==> config.mk <==
export PLATFORM = sky130hd
export DESIGN_NAME = ram_sync_rw_clr
export DESIGN_NICKNAME = d
export VERILOG_FILES = /design/src/rtl/ram_sync_rw_clr.sv
export SDC_FILE = /design/constraint.sdc
export NUM_CORES = 1
export LEC_CHECK = 0
export ABC_AREA = 1
export CAP_MARGIN = 20
export CORE_MARGIN = 2
export CORE_UTILIZATION = 49
export CTS_CLUSTER_SIZE = 30
export DETAILED_ROUTE_END_ITERATION = 10
export PLACE_DENSITY_LB_ADDON = 0.2
export SYNTH_ARGS = -nofsm -noshare
export SYNTH_HDL_FRONTEND = slang
export SYNTH_SLANG_ARGS = --single-unit
==> constraint.sdc <==
create_clock -name clock -period 3.59 [get_ports clock]
set_clock_uncertainty 0.1 [all_clocks]
set_input_delay 0.5385 -clock clock [delete_from_list [all_inputs] [get_ports clock]]
set_output_delay 0.5385 -clock clock [all_outputs]
set_load 0.05 [all_outputs]
==> src/rtl/ram_sync_rw_clr.sv <==
// ---------------------------------------------------------------------------
// ram_sync_rw_clr
//   Single-port synchronous RAM with a registered read port and a hardware
//   clear sweep. After reset, or when clr is pulsed, the block spends DEPTH
//   cycles writing CLR_VALUE into every entry, one entry per cycle. User
//   requests are ignored while that happens.
//
// Ports
//   clock       rising-edge clock
//   reset_n     asynchronous active-low reset; starts a fresh sweep on release
//   addr        read/write address
//   din         write data
//   we          write enable (honoured only when not busy)
//   re          read enable  (honoured only when not busy)
//   clr         one-cycle request to start a clear sweep (beats we/re)
//   dout        registered read data; holds its value between reads
//   dout_valid  one-cycle pulse marking new data on dout
//   busy        high while the clear sweep runs
// ---------------------------------------------------------------------------
module ram_sync_rw_clr #(
    parameter int                 AWIDTH    = 3,
    parameter int                 DWIDTH    = 14,
    parameter int                 RDW_MODE  = 0,
    parameter logic [DWIDTH-1:0]  CLR_VALUE = '0
) (
    input  logic              clock,
    input  logic              reset_n,
    input  logic [AWIDTH-1:0] addr,
    input  logic [DWIDTH-1:0] din,
    input  logic              we,
    input  logic              re,
    input  logic              clr,
    output logic [DWIDTH-1:0] dout,
    output logic              dout_valid,
    output logic              busy
);

    localparam int DEPTH = 2 ** AWIDTH;
    localparam logic [AWIDTH-1:0] LAST = AWIDTH'(DEPTH - 1);

    typedef enum logic {
        CLEAR = 1'b0,
        IDLE  = 1'b1
    } state_t;

    state_t              state, state_nxt;
    logic [AWIDTH-1:0]   clr_cnt, clr_cnt_nxt;

    logic                mem_we;
    logic [AWIDTH-1:0]   mem_waddr;
    logic [DWIDTH-1:0]   mem_wdata;
    logic                rd_acc;
    logic [DWIDTH-1:0]   rd_data;

    // No reset on the array: contents are only meaningful after a sweep.
    logic [DWIDTH-1:0]   mem [DEPTH];

    // Next state and the single write port's source. The sweep and user
    // writes share the port; the FSM state decides who owns it.
    always_comb begin
        state_nxt   = state;
        clr_cnt_nxt = clr_cnt;
        mem_we      = 1'b0;
        mem_waddr   = addr;
        mem_wdata   = din;
        rd_acc      = 1'b0;
        case (state)
            CLEAR: begin
                mem_we      = 1'b1;
                mem_waddr   = clr_cnt;
                mem_wdata   = CLR_VALUE;
                // The counter wraps to 0 on the last entry, ready for the next sweep.
                clr_cnt_nxt = clr_cnt + AWIDTH'(1);
                if (clr_cnt == LAST)
                    state_nxt = IDLE;
            end
            IDLE: begin
                if (clr) begin
                    // clr wins over a same-cycle access; the access is dropped.
                    state_nxt   = CLEAR;
                    clr_cnt_nxt = '0;
                end else begin
                    mem_we = we;
                    rd_acc = re;
                end
            end
            default: state_nxt = CLEAR;
        endcase
    end

    // Same-address read-during-write: mem[addr] is sampled before this
    // edge's write lands, so it naturally gives old data. Write-through
    // mode forwards din instead.
    always_comb begin
        rd_data = mem[addr];
        if (RDW_MODE != 0 && we)
            rd_data = din;
    end

    always_ff @(posedge clock or negedge reset_n) begin
        if (!reset_n) begin
            state      <= CLEAR;
            clr_cnt    <= '0;
            dout       <= '0;
            dout_valid <= 1'b0;
        end else begin
            state      <= state_nxt;
            clr_cnt    <= clr_cnt_nxt;
            dout_valid <= rd_acc;
            if (rd_acc)
                dout <= rd_data;
        end
    end

    always_ff @(posedge clock) begin
        if (mem_we)
            mem[mem_waddr] <= mem_wdata;
    end

    assign busy = (state == CLEAR);

endmodule

==> out/results.tsv, run 1 <==
metric	value	unit
path_max_fanout	12	
end_kind	output port	
use_met2	30.8	%
dpl.cell_count	731	
rows	39	
crit_type	reg -> out	
antenna_left	0	
syn_area	5650	µm²
dr_total_vias	3834	
clk_path_buf_depth	2	
start_util	49.9	%
synth_fp_nets	588	
use_met3	6.10	%
cts-buffers-inserted	17	
dr.pass1.iters	5	
cts_tree	done	
layout-drive-gt1-share	6.62	%
slew_viol_final	0	
yosysSeqAreaShare	68.0	%
gp_congestion	0.904	
setup_viol_count_final	0	
status	complete, no violations	
hold_slack	0.375	ns
final.setup.tns	0	ns
p_int	3.69	mW
reg2reg_depth	6	
rr_startpoint	state$_DFF_PN0_	
rsz0062_at_grt	false	
final_common_cell	nand2_1	
drc	0	
vias_per_cell	5.03	
fin_nets	631	
vdd_ir_drop_max	0.489	mV
r2r_slack	1.12	ns
crit_arrival	1.95	ns
hold_viol	0	
cts_root_buf	clkbuf_16	
syn_to_final_growth	17.3	%
clk_pin_slew	0.05	ns
required	2.95	ns
worstSetupEndpoint	busy	
reg2reg_to	mem[3][13]$_DFFE_PP_	
worstSkewPairLatency	0.41	ns
p_leak	3.03	nW
layout_common_cells	nand2_1, edfxtp_1, inv_1	
hold_class	reg -> reg	
grt_start_max_net_pins	57	
yosysTopAreaCell	edfxtp_1	
power_frac_comb	28.9	%
core_area	11300	µm²
cts_hold_buf	0	
drv_cap	0	
utilization	58.5	%
ys_seq_elements	131	
use_met1	32.2	%
clkPwrFrac	25.4	%
powerDensity	848	nW/µm²
diodes	0	
dpl.hpwl	8510	µm
top_usage_layer	met1	
fin_crit	2.59	ns
period_share	72.1	%
drt_iter0_markers	389	
cts_resized	0	
die_width	111	µm
grt.overflow.total	0	
h-tree-depth	4	
synth_top_area_share	59.5	%
switchingPower	1.93	mW
cts.sinks	131	
grt_pass1_wl	20100	µm
layoutNonFillerInstCount	762	
wl	12700	µm
postCtsSetupRepairBufs	0	
setup_ws	1.00	ns
synth_area_leaders	edfxtp_1, nand2_1, dfrtp_1	
crit_path_start	state$_DFF_PN0_	
grtUsageTotal	21.9	%
nFillCells	978	
io_pins	38	
max_freq	386	MHz
postSynthCellCount	564	
worst_pin_slew	0.923	ns
switching_share	34.3	%
dpl_worst_slack	0.684	ns
antenna_found_initial	0	
dieHeight	111	µm
ys_warn_count	0	
die_area	12400	µm²
startpoint_type	flip-flop	
postSynthAreaPerCell	10.0	µm²
p_seq_share	45.7	%
maxSlewHeadroom	38.4	%
ys_types	15	
routedWlPerCell	16.7	µm
io_buffers	37	
grt_pass1_vias	3587	
power groups by stage:
| stage | registers (mW) | logic, mW | clock network (mW) |
|---|---|---|---|
| floorplan | 2.79 | 0.802 | 0 |
| global placement | 2.58 | 1.59 | 0 |
| detailed placement | 2.60 | 1.62 | 0 |
| CTS | 2.57 | 1.63 | 1.44 |
| global route | 2.62 | 1.79 | 1.51 |
| finish | 2.57 | 1.62 | 1.42 |
worst min path at each step:
stage,startpoint,to,cells after the start
after CTS,dout[10]$_DFFE_PN0P_,dout[10]$_DFFE_PN0P_,2
after detailed placement,dout[10]$_DFFE_PN0P_,dout[10]$_DFFE_PN0P_,2
after global placement,dout[9]$_DFFE_PN0P_,dout[9]$_DFFE_PN0P_,2
final,dout[13]$_DFFE_PN0P_,dout[13]$_DFFE_PN0P_,2
after floorplan,reset_n,clr_cnt[0]$_DFFE_PN0P_,0
after global routing,dout[10]$_DFFE_PN0P_,dout[10]$_DFFE_PN0P_,2
layer usage:
layer / wire [µm] / vias to the layer above
met1: 5840 / 1778
met4: 229 / 0
met5: 0 / -
li1: - / 1875
met3: 1140 / 17
met2: 5530 / 164
worst max-delay path, stage by stage (launching register included):
cell and delay, ns:
dfrtp_1 0.55, inv_2 0.18, clkdlybuf4s50_1 0.81
stage by stage:
step | area (µm²) | total power [mW]
detailed placement | 6140 | 4.22
global placement | 6140 | 4.18
finish | 6630 | 5.62
CTS | 6630 | 5.65
floorplan | 5650 | 3.59
global route | 6630 | 5.92
cell type report:
class,count,area [µm²],share of cell area [%]
clock buffer,20,437,6.59
clock inverter,11,46.3,0.699
inverter,106,398,6.00
multi-input combinational,302,1270,19.2
sequential,131,3840,57.9
tap,143,179,2.70
timing repair buffer,49,455,6.87
cell families (layout without fill, tap and decap cells):
kind of cell / count (synthesis) / after routing / share of synthesized area, %
DFF: 131 / 131 / 68.0
AOI/OAI and AO/OA: 5 / 5 / 0.443
and+or+nand+nor: 295 / 295 / 21.6
adders and majority gates: 2 / 2 / 0.443
buffers and inverters: 131 / 186 / 9.50
sequential cells by signal, summed over array words and instances, names as in the netlist:
| signal | flops |
|---|---|
| mem | 112 |
| clr_cnt | 3 |
| state | 1 |
| dout | 14 |
| dout_valid | 1 |
cells in the mapped netlist (all sizes together):
cell	n
ha	2
nand2	196
inv	106
clkbuf	4
nand3	88
dfrtp	19
buf	21
o21ai	5
edfxtp	112
nor2	11
Note: power is estimated with default switching activity, not from simulation.
==> run 2, diff against run 1 <==
Clock period 3.59 ns to 2.3 ns, I/O delays scaled along.
==> run 2 against run 1 <==
Net effect:
- core utilization is 1.4 points higher
- critical path depth decreased by 1
- count of clock-buffer cells in the layout up 7
- die area is the same
- sequential share of layout area shrank 1.4 points
- sequential power grew 54%
- critical path type unchanged
==> out/results.tsv, run 2 (synthesis gave the netlist of run 1 again) <==
metric	value	unit
grt_start_max_net_pins	57	
cp_num_cells	1	
grt_pass1_vias	3806	
p_leak	3.12	nW
core_area	11300	µm²
r2r_slack	0.41	ns
cts_resized	0	
end_kind	output port	
wl	12700	µm
routedWlPerCell	16.5	µm
setup_ws	0.294	ns
dpl.hpwl	8450	µm
drc	0	
path_buf_inv	1	
syn_to_final_growth	20.2	%
slowest_delay	0.80	ns
slew_viol_final	0	
hold_class	in -> async	
io_buffers	37	
cts-buffers-inserted	17	
clk_pin_slew	0.06	ns
worstSkewPairLatency	0.41	ns
die_width	111	µm
crit_chain	clkdlybuf4s50_1	
cts_root_buf	clkbuf_16	
grt_pass1_wl	20300	µm
gp_congestion	0.818	
final.setup.tns	0	ns
crit_type	reg -> out	
powerDensity	1330	nW/µm²
postCtsSetupRepairBufs	0	
period_share	87.2	%
dieHeight	111	µm
io_pins	38	
layout_common_cells	nand2_1, edfxtp_1, inv_1	
dr_total_vias	3885	
worst_pin_slew	0.495	ns
grt.overflow.total	0	
reg2reg_to	mem[1][8]$_DFFE_PP_	
antenna_found_initial	0	
grtUsageTotal	21.8	%
status	complete, no violations	
dr.pass1.iters	5	
largest_register_ffs	112	
vdd_ir_drop_max	0.752	mV
cts.sinks	131	
required	1.86	ns
reg2reg_depth	5	
antenna_left	0	
vias_per_cell	5.02	
diodes	0	
cts_tree	done	
maxSlewHeadroom	66.9	%
h-tree-depth	4	
startpoint_type	flip-flop	
rows	39	
cp_slowest_cell	clkdlybuf4s50_1	
path_max_fanout	2	
final_common_cell	nand2_1	
drt_iter0_markers	318	
max_freq	499	MHz
setup_viol_count_final	0	
dpl_worst_slack	0.254	ns
crit_arrival	1.56	ns
rsz0062_at_grt	false	
fin_nets	642	
rr_startpoint	state$_DFF_PN0_	
drv_cap	0	
start_util	49.9	%
cts_hold_buf	0	
layout-drive-gt1-share	9.19	%
fin_crit	2.01	ns
cp_top_family	buffers and inverters	
largest_register	mem	
clk_path_buf_depth	2	
top_regs	mem (112), dout (14), clr_cnt (3)	
die_area	12400	µm²
hold_viol	0	
run 2: cell types whose count changed in the layout (fill, tap and decap cells not counted), sizes merged:
cell and change:
buf +12, clkbuf +7, clkinv -6, clkdlybuf4s50 -1
run 2: cell type report:
| cell class | count | area [µm²] |
|---|---|---|
| Fill cell | 942 | 4530 |
| Sequential cell | 131 | 3840 |
| Multi-Input combinational cell | 302 | 1270 |
| Timing Repair Buffer | 60 | 548 |
| Clock buffer | 27 | 526 |
| Inverter | 106 | 398 |
| Tap cell | 143 | 179 |
| Clock inverter | 5 | 25.0 |
run 2: worst max-delay path by stage:
stage	from	end	slack, ns
2_1_floorplan	state$_DFF_PN0_	mem[7][0]$_DFFE_PP_	0.19
3_3_place_gp	clr	mem[0][13]$_DFFE_PP_	0.29
3_5_place_dp	clr	mem[5][5]$_DFFE_PP_	0.25
4_1_cts	dout[11]$_DFFE_PN0P_	dout[11]	0.27
5_1_grt	state$_DFF_PN0_	mem[1][11]$_DFFE_PP_	0.23
6_report	dout[2]$_DFFE_PN0P_	dout[2]	0.29
run 2: per-stage QoR:
| stage | total power, mW | hold slack, ns | area, µm² | utilization (%) | std cells |
|---|---|---|---|---|---|
| after global routing | 9.54 | 0.191 | 6790 | 59.9 | 774 |
| after CTS | 9.11 | 0.167 | 6790 | 59.9 | 774 |
| after detailed placement | 6.61 | 0.366 | 6240 | 55.1 | 742 |
| after global placement | 6.53 | 0.363 | 6240 | 55.1 | 742 |
| final | 9.04 | 0.168 | 6790 | 59.9 | 774 |
| after floorplan | 5.61 | -0.0506 | 5650 | - | 564 |
run 2: where the power goes:
part	internal [mW]	switching (mW)	leakage, nW
Combinational	0.772	1.83	1.55
Clock	1.55	0.912	0.275
Sequential	3.72	0.257	1.29
run 2: routing by layer:
metal | global-route usage, % | share of wire [%] | wire length, µm
met2 | 35.8 | 50 | 6420
met1 | 29.4 | 42 | 5340
met4 | 7.16 | 1.5 | 189
met3 | 4.68 | 6.2 | 794
met5 | 0 | 0 | 0
==> run 3, diff against run 2 <==
Settings changed: CAP_MARGIN 20 to 10.
==> results of run 3 <==
Final layout, timing and power as in run 2 (identical DEF).
